`src/rtl/vram_cmd_if.sv`:
```
// Byte-stream input and VRAM write-port bundle for vram_cmd_ctrl.
// master = the controller, slave = the UART/VRAM side that drives the bytes.
interface vram_cmd_if #(
  parameter int ADDR_W = 15,
  parameter int DATA_W = 6
);
  logic [7:0]        byte_in;
  logic              byte_valid;
  logic              byte_ack;
  logic              vblank;
  logic              vram_we;
  logic [ADDR_W-1:0] vram_addr;
  logic [DATA_W-1:0] vram_wdata;
  logic              busy;
  logic              cmd_err;

  modport master (
    input  byte_in, byte_valid, vblank,
    output byte_ack, vram_we, vram_addr, vram_wdata, busy, cmd_err
  );

  modport slave (
    output byte_in, byte_valid, vblank,
    input  byte_ack, vram_we, vram_addr, vram_wdata, busy, cmd_err
  );
endinterface

```
`src/rtl/vram_cmd_ctrl.sv`:
```
// Byte-protocol command sequencer driving the VRAM write port (SET_ADDR, WRITE, FILL, CLEAR).
// Optional VBLANK_GATE_EN: writes and DATA-byte consumption only while vblank is high.
module vram_cmd_ctrl #(
  parameter int ADDR_W = 15,
  parameter int DATA_W = 6,
  parameter int DEPTH  = 30000
) (
  input  logic       clk,
  input  logic       rst,
  vram_cmd_if.master bus
);

  typedef enum logic [3:0] {
    IDLE, ADDR_HI, ADDR_LO, LEN_HI, LEN_LO, FILL_VAL, DATA, FILL_RUN, CLEAR_RUN
  } state_e;

  localparam logic [ADDR_W-1:0] LAST_ADDR = ADDR_W'(DEPTH - 1);
  localparam logic [15:0]       CLEAR_LEN = 16'(DEPTH);

  state_e            state_q, state_d;
  logic [ADDR_W-1:0] ptr_q, ptr_d;
  logic [15:0]       len_q, len_d;
  logic [7:0]        hi_q, hi_d;
  logic [DATA_W-1:0] val_q, val_d;
  logic              is_fill_q, is_fill_d;
  logic              ack_q, ack_d;
  logic              err_q, err_d;
  logic              we_q, we_d;
  logic [ADDR_W-1:0] addr_q, addr_d;
  logic [DATA_W-1:0] wdata_q, wdata_d;

  logic              byte_avail, wr_ok, consume;
  logic [ADDR_W-1:0] ptr_inc, set_val;
  logic [15:0]       len_full;

  // A byte acked last cycle is still on byte_in; it must not be taken again.
  assign byte_avail = bus.byte_valid & ~ack_q;
  assign ptr_inc    = (ptr_q == LAST_ADDR) ? '0 : ptr_q + 1'b1;
  assign set_val    = ADDR_W'({hi_q, bus.byte_in});
  assign len_full   = {len_q[15:8], bus.byte_in};

`ifdef VBLANK_GATE_EN
  assign wr_ok = bus.vblank;
`else
  logic unused_vblank;
  assign unused_vblank = bus.vblank;
  assign wr_ok         = 1'b1;
`endif

  // NOTE: state flops use non-blocking assignments so every flop samples pre-edge values.
  always_ff @(posedge clk or posedge rst) begin
    if (rst) begin
      state_q   <= IDLE;
      ptr_q     <= '0;
      len_q     <= '0;
      hi_q      <= '0;
      val_q     <= '0;
      is_fill_q <= 1'b0;
      ack_q     <= 1'b0;
      err_q     <= 1'b0;
      we_q      <= 1'b0;
      addr_q    <= '0;
      wdata_q   <= '0;
    end else begin
      state_q   <= state_d;
      ptr_q     <= ptr_d;
      len_q     <= len_d;
      hi_q      <= hi_d;
      val_q     <= val_d;
      is_fill_q <= is_fill_d;
      ack_q     <= ack_d;
      err_q     <= err_d;
      we_q      <= we_d;
      addr_q    <= addr_d;
      wdata_q   <= wdata_d;
    end
  end

  // NOTE: every comb output gets a default first, so no path can infer a latch.
  always_comb begin
    state_d   = state_q;
    ptr_d     = ptr_q;
    len_d     = len_q;
    hi_d      = hi_q;
    val_d     = val_q;
    is_fill_d = is_fill_q;
    addr_d    = addr_q;
    wdata_d   = wdata_q;
    consume   = 1'b0;
    err_d     = 1'b0;
    we_d      = 1'b0;

    case (state_q)
      IDLE: if (byte_avail) begin
        consume = 1'b1;
        case (bus.byte_in)
          8'h01: state_d = ADDR_HI;
          8'h02: begin state_d = LEN_HI; is_fill_d = 1'b0; end
          8'h03: begin state_d = LEN_HI; is_fill_d = 1'b1; end
          8'h04: begin
            state_d = CLEAR_RUN;
            ptr_d   = '0;
            len_d   = CLEAR_LEN;
            val_d   = '0;
          end
          default: err_d = 1'b1;
        endcase
      end
      ADDR_HI: if (byte_avail) begin
        consume = 1'b1;
        hi_d    = bus.byte_in;
        state_d = ADDR_LO;
      end
      ADDR_LO: if (byte_avail) begin
        consume = 1'b1;
        state_d = IDLE;
        if (set_val > LAST_ADDR) begin
          ptr_d = '0;
          err_d = 1'b1;
        end else begin
          ptr_d = set_val;
        end
      end
      LEN_HI: if (byte_avail) begin
        consume = 1'b1;
        len_d   = {bus.byte_in, 8'h00};
        state_d = LEN_LO;
      end
      LEN_LO: if (byte_avail) begin
        consume = 1'b1;
        len_d   = len_full;
        if (is_fill_q)          state_d = FILL_VAL;
        else if (len_full == 0) state_d = IDLE;
        else                    state_d = DATA;
      end
      FILL_VAL: if (byte_avail) begin
        consume = 1'b1;
        val_d   = bus.byte_in[DATA_W-1:0];
        state_d = (len_q == 0) ? IDLE : FILL_RUN;
      end
      // Run states linger one cycle at len 0 so the last registered write is seen outside IDLE.
      DATA: begin
        if (len_q == 0) begin
          state_d = IDLE;
        end else if (byte_avail && wr_ok) begin
          consume = 1'b1;
          we_d    = 1'b1;
          addr_d  = ptr_q;
          wdata_d = bus.byte_in[DATA_W-1:0];
          ptr_d   = ptr_inc;
          len_d   = len_q - 1'b1;
        end
      end
      FILL_RUN, CLEAR_RUN: begin
        if (len_q == 0) begin
          state_d = IDLE;
        end else if (wr_ok) begin
          we_d    = 1'b1;
          addr_d  = ptr_q;
          wdata_d = val_q;
          ptr_d   = ptr_inc;
          len_d   = len_q - 1'b1;
        end
      end
      default: state_d = IDLE;
    endcase

    ack_d = consume;
  end

  always_comb begin
    bus.byte_ack   = ack_q;
    bus.cmd_err    = err_q;
    bus.vram_we    = we_q;
    bus.vram_addr  = addr_q;
    bus.vram_wdata = wdata_q;
    bus.busy       = (state_q != IDLE);
  end

endmodule
```
`src/flat_wrapper.sv`:
```
// flat-port wrapper written by rule: the top's interface ports become plain ports
module vram_cmd_ctrl_flat 
#(
  parameter int ADDR_W = 15,
  parameter int DATA_W = 6,
  parameter int DEPTH  = 30000
)
  (clk, rst, bus_byte_in, bus_byte_valid, bus_vblank, bus_byte_ack, bus_vram_we, bus_vram_addr, bus_vram_wdata, bus_busy, bus_cmd_err);
  vram_cmd_if #(.ADDR_W(ADDR_W), .DATA_W(DATA_W)) bus_i ();
  input  logic clk;
  input  logic rst;
  input wire logic [$bits(bus_i.byte_in)-1:0] bus_byte_in;
  input wire logic [$bits(bus_i.byte_valid)-1:0] bus_byte_valid;
  input wire logic [$bits(bus_i.vblank)-1:0] bus_vblank;
  output wire logic [$bits(bus_i.byte_ack)-1:0] bus_byte_ack;
  output wire logic [$bits(bus_i.vram_we)-1:0] bus_vram_we;
  output wire logic [$bits(bus_i.vram_addr)-1:0] bus_vram_addr;
  output wire logic [$bits(bus_i.vram_wdata)-1:0] bus_vram_wdata;
  output wire logic [$bits(bus_i.busy)-1:0] bus_busy;
  output wire logic [$bits(bus_i.cmd_err)-1:0] bus_cmd_err;
  assign bus_i.byte_in = bus_byte_in;
  assign bus_i.byte_valid = bus_byte_valid;
  assign bus_i.vblank = bus_vblank;
  assign bus_byte_ack = bus_i.byte_ack;
  assign bus_vram_we = bus_i.vram_we;
  assign bus_vram_addr = bus_i.vram_addr;
  assign bus_vram_wdata = bus_i.vram_wdata;
  assign bus_busy = bus_i.busy;
  assign bus_cmd_err = bus_i.cmd_err;
  vram_cmd_ctrl #(.ADDR_W(ADDR_W), .DATA_W(DATA_W), .DEPTH(DEPTH)) u_core (.clk(clk), .rst(rst), .bus(bus_i));
endmodule
```
`config.mk`:
```
export PLATFORM = sky130hd
export DESIGN_NAME = vram_cmd_ctrl_flat
export DESIGN_NICKNAME = d
export VERILOG_FILES = /design/src/rtl/vram_cmd_if.sv /design/src/rtl/vram_cmd_ctrl.sv /design/src/flat_wrapper.sv
export SDC_FILE = /design/constraint.sdc
export NUM_CORES = 1
export LEC_CHECK = 0
export BUFFER_PORTS_ARGS = -buffer_cell sky130_fd_sc_hd__buf_2
export CAP_MARGIN = 20
export CELL_PAD_IN_SITES_DETAIL_PLACEMENT = 1
export CELL_PAD_IN_SITES_GLOBAL_PLACEMENT = 2
export CORE_MARGIN = 2
export CORE_UTILIZATION = 34
export CTS_CLUSTER_DIAMETER = 50
export DETAILED_ROUTE_END_ITERATION = 10
export PLACE_DENSITY_LB_ADDON = 0.1
export RECOVER_POWER = 50
export SYNTH_ARGS = -nofsm -noshare
export SYNTH_HDL_FRONTEND = slang
export SYNTH_SLANG_ARGS = --single-unit
```
`constraint.sdc`:
```
create_clock -name clk -period 2.5 [get_ports clk]
set_clock_uncertainty 0.1 [all_clocks]
set_input_delay 0.5 -clock clk [delete_from_list [all_inputs] [get_ports clk]]
set_output_delay 0.5 -clock clk [all_outputs]
set_load 0.02 [all_outputs]
```
# Word level (Yosys, flattened, before mapping)
# Cells that the tools add are included.
[word_totals]
register_bits = 73
elab_cells = 117
output_inout_bits = 25
[op_classes]
reduce_logical = 23
mux = 51
n_bitwise = 3
magnitude_cmp = 1
eq_ne = 25
n_addsub = 2
[ops]
columns = ["op", "count"]
rows = [
  ["two-way mux 15 bit", 11],
  ["two-way mux 16 bit", 6],
  ["one-hot mux 16 bit (5 select lines)", 1],
  ["one-hot mux 15 bit (4 select lines)", 1],
  ["logical NOT 16 bit", 2],
  ["two-way mux 4 bit", 8],
  ["two-way mux 6 bit", 5],
  ["one-hot mux 15 bit (2 select lines)", 1],
  ["one-hot mux 4 bit (7 select lines)", 1],
  ["one-hot mux 6 bit (2 select lines)", 2],
  ["AND reduction 8 bit", 3],
  ["== test 4 x 3 -> 1 bit, second input constant", 4],
  ["== test 8 x 2 -> 1 bit, second input constant", 2],
  ["!= test 2 x 1 -> 1 bit, second input constant", 8],
  ["subtractor 16 x 1 -> 16 bit, second input constant", 1],
  ["adder 15 x 1 -> 15 bit, second input constant", 1],
  ["== test 15 bit, second input constant", 1],
  ["> comparator 15 bit, second input constant", 1],
  ["one-hot mux 4 bit (3 select lines)", 1],
  ["nonzero test 4 bit", 3],
  ["== test 4 x 2 -> 1 bit, second input constant", 2],
  ["== test 8 x 1 -> 1 bit, second input constant", 1],
  ["== test 8 x 3 -> 1 bit, second input constant", 1],
  ["two-way mux 8 bit", 1],
  ["other kinds (20)", 37],
]

# Longest topological paths before layout
[depth]
depth_word = 5
depth_mapped = 9
depth_no_buf = 7

# Least setup slack after synthesis
# No wires, ideal clock.
[synth_path]
path_kind = "register to register"
from = "register u_core.len_q[0]"
to = "register u_core.addr_q[10], in the netlist u_core.bus.vram_addr[10]"
setup_ps = 125
slack_ps = 67
n_path_buf = 1
path_stages_with_launch = 8
period_less_slack_ps = 2433
arrival_ps = 2209
cell_sequence = "dfrtp_1 -> inv_1 -> ha_1 -> nor3b_1 -> nand3_1 -> o211ai_2 -> buf_4 -> mux2_2"
[synth_between]
elab_chain_len = 3
word_cells_on_any_way = 4
cone_classes = "eq/ne (2); reduce/logical (2)"
[synth_lines]
columns = ["element", "line_no", "rtl"]
rows = [
  ["start: declaration", "vram_cmd_ctrl.sv:22", "logic [15:0] len_q, len_d;"],
  ["start signal: assignment", "vram_cmd_ctrl.sv:67", "len_q <= len_d;"],
  ["logical NOT 16 bit (*)", "vram_cmd_ctrl.sv:143, vram_cmd_ctrl.sv:155", ""],
  ["!= test 2 bit (no line)", "--", ""],
  ["AND reduction 4 bit (no line) (*)", "--", ""],
  ["end signal: assignment", "vram_cmd_ctrl.sv:74", "addr_q <= addr_d;"],
  ["end: declaration", "vram_cmd_ctrl.sv:29", "logic [ADDR_W-1:0] addr_q, addr_d;"],
]
# Mark *: on every way between the ends. The rest lies on a longest branch, timed or not.
# A chain may end at the register's enable or synchronous reset.

# Final worst setup path
[layout_path]
from = "register u_core.state_q[3]"
to = "register u_core.ptr_q[4]"
[layout_between]
elab_chain_len = 4
word_cells_on_any_way = 15
cone_classes = "eq/ne (10); mux (1); reduce/logical (4)"
[layout_lines]
columns = ["element", "line_no", "rtl"]
rows = [
  ["start: declaration", "vram_cmd_ctrl.sv:20", "state_e state_q, state_d;"],
  ["start signal: assignment", "vram_cmd_ctrl.sv:65", "state_q <= state_d;"],
  ["== test 4 x 3 -> 1 bit / == test 4 bit (equally long branches)", "vram_cmd_ctrl.sv:93", "case (state_q)"],
  ["OR reduction 2 bit", "vram_cmd_ctrl.sv:93", ""],
  ["nonzero test 4 bit (no line) / != test 2 bit (equally long branches)", "--", ""],
  ["AND reduction 7 bit (no line)", "--", ""],
  ["end signal: assignment", "vram_cmd_ctrl.sv:66", "ptr_q <= ptr_d;"],
  ["end: declaration", "vram_cmd_ctrl.sv:21", "logic [ADDR_W-1:0] ptr_q, ptr_d;"],
]
# Parallel ways exist; a longest one is shown, timed or not.

==> results.yml <==
outcome:
  status: "finished, final reports clean"
critical_path:
  path_delay_family: "compound AO/OA/AOI/OAI gates"
  path_max_fanout: 7
  crit_type: "flip-flop to flip-flop"
  worstPathRequired_ns: 2.64
  crit_top_cell: "buf_4"
  cp.arrival_ns: 2.52
  end_kind: "flip-flop"
  slowest_delay_ns: 0.54
  critPathSlowestCell: "or4b_1"
  worstPathBufferInverterCount: 2
  cp-start-kind: "flip-flop"
  cp_cell_sequence: "or4b_1, buf_4, o21ai_2, o21ai_4, buf_4, a221o_1, o2bb2ai_1"
synthesis:
  synthArstFlopShare_pct: 100
  synth_seq_cells: 73
  netlist_area_um2: 4250
  yosys.area.top_type: "dfrtp_1"
  ys_top_cells_by_area: "dfrtp_1 (43%), mux2_2 (4.5%), o21ai_0 (3.2%)"
  synth_edf_count: 0
  yosysTopAreaCellShare_pct: 43.0
  yosysWarnings: 0
  synthCells: 444
  syn_nets: 458
  synth_cell_types: 66
  ys.flop_type: "dfrtp_1"
  syn_avg_cell_area_um2: 9.57
  yosysSeqAreaShare_pct: 43.0
timing:
  timing.final.ws_setup_ns: 0.114
  fin_crit_ns: 2.39
  drv_slew: 0
  setup_viol: 0
  fmax_ghz: 0.419
  rsz0062_at_grt: "false"
  holdWs_ns: 0.229
  fin_setup_tns_ns: 0
  period_share_pct: 95.4
  worst_pin_slew_ns: 0.893
  slew_headroom_pct: 40.4
  hold_viol: 0
floorplanning:
  die_h_um: 116
  die-area_um2: 13400
  initial_utilization_pct: 35.1
  ios: 37
  coreArea_um2: 12100
  die_w_um: 116
  num_rows: 40
route:
  dr_total_vias: 4075
  wl_per_cell_um: 21.0
  first_iter_violations: 207
  wl_mm: 14.6
  avgViaCountPerCell: 5.87
  drc_errors: 0
  ant_nets: 0
  dr.pass1.iters: 4
min_path:
  hp-class: "input port to async pin"
placement:
  io_buffer_count: 35
  place_hpwl_mm: 10.6
  place_congestion: 0.885
  post-place-ws_ns: -0.0958
clock_network:
  cts_tree: "yes"
  worst_skew_pair.late_latency_ns: 0.35
  cts_max_path_buffers: 2
  cts.sinks: 73
  holdBufCountCts: 0
  cts_buffers: 9
  htreeDepth: 3
  cts_root_buf: "clkbuf_16"
  cts.clk_slew.worst_paths_ns: 0.06
finish:
  layout_commonest_cell: "dfrtp_1"
  layout-drive-gt1-share_pct: 24.5
  nets: 535
  area.growth.synth_to_final_pct: 23.9
  mostFrequentLayoutCells: "dfrtp_1 (73), buf_4 (55), nand2_1 (31)"
  antenna_cells: 0
power_and_ir_drop:
  p_per_area_nw_per_um2: 1190
  finalPower_uw: 6250
  p_leak_uw: 0.00220
  irDropWorstVdd_mv: 0.574
grt:
  antenna_found_initial: 0
  grt_max_degree: 35
  grt_pass1_vias: 4196
  grt_pass1_wl_mm: 23.7
  grt_usage_pct: 23.4
  grt.overflow.total: 0
job:
  maxCapViolCount: 0
[timing repair]
item	CTS	global route
buffers inserted	0	1
endpoints found under the setup margin	0	18
resized for setup	0	4
[logic make-up (layout without fill, tap and decap cells)]
kind of cell | count (synthesis) | in the layout | share of synthesized area [%]
buf+inv | 47 | 129 | 4.77
fa+ha+maj | 2 | 2 | 0.589
simple gates | 139 | 139 | 17.9
xor+xnor | 5 | 5 | 1.03
compound gates | 153 | 153 | 26.4
flops | 73 | 73 | 43.0
mux | 25 | 25 | 6.39
[flip-flops by register name, indices dropped and copies added, names as in the netlist, 4 cells and up]
register	cells
u_core.val_q	6
u_core.bus.vram_addr	15
u_core.len_q	16
u_core.ptr_q	15
u_core.state_q	4
u_core.hi_q	7
u_core.bus.vram_wdata	6
[metal layers]
metal | vias up | routed length, µm | global-route usage (%)
li1 | 1877 | - | -
met1 | 2084 | 7030 | 32.7
met2 | 91 | 6550 | 35.8
met3 | 23 | 580 | 3.66
met5 | - | 0 | 0
met4 | 0 | 447 | 10.6
[worst paths after layout]
path	start	endpoint	slack, ns	depth (start not counted)
max in group asynchronous	rst	u_core.hi_q[6]	0.76	3
min	rst	u_core.bus.vram_wdata[0]	0.23	2
min in group clk	u_core.bus.vram_wdata[0]	u_core.bus.vram_wdata[0]	0.38	2
min reg2reg	u_core.bus.vram_wdata[0]	u_core.bus.vram_wdata[0]	0.38	2
max	u_core.state_q[3]	u_core.ptr_q[4]	0.11	7
max reg2reg	u_core.state_q[3]	u_core.ptr_q[4]	0.11	7
[per-stage QoR]
step / std cells / utilization (%) / cell area, µm²
final: 694 / 43.5 / 5270
after CTS: 693 / 43.5 / 5270
after floorplan: 444 / - / 4250
after detailed placement: 677 / 41.1 / 4970
after global routing: 694 / 43.5 / 5270
after global placement: 677 / 41.1 / 4970
[Yosys cell counts, types with 9 or more instances]
library cell  number
dfrtp_1           73
nand3_1           15
mux2_2            17
nand2_1           31
inv_1             19
nor2_1            22
nand4_1           11
a22oi_1           10
a211oi_1           9
nor4_1            10
a21oi_1           15
o21ai_0           27
clkbuf_1          15
nor3_1            11
[cell type report]
type / instances / area (µm²)
Sequential cell: 73 / 1830
Inverter: 19 / 71.3
Timing Repair Buffer: 94 / 623
Clock inverter: 6 / 67.6
Clock buffer: 10 / 229
Fill cell: 1419 / 6850
Tap cell: 168 / 210
Multi-Input combinational cell: 324 / 2240
[worst reg2reg max path: stages, from the launching register on]
cell and delay (ns):
dfrtp_1 0.49, or4b_1 0.54, buf_4 0.18, o21ai_2 0.17, o21ai_4 0.15, buf_4 0.16
a221o_1 0.34, o2bb2ai_1 0.13
[power breakdown]
part / switching [µW] / internal, µW
Sequential: 372 / 1640
Combinational: 1740 / 1180
Clock: 551 / 777
Note: power is estimated with default switching activity, not from simulation.
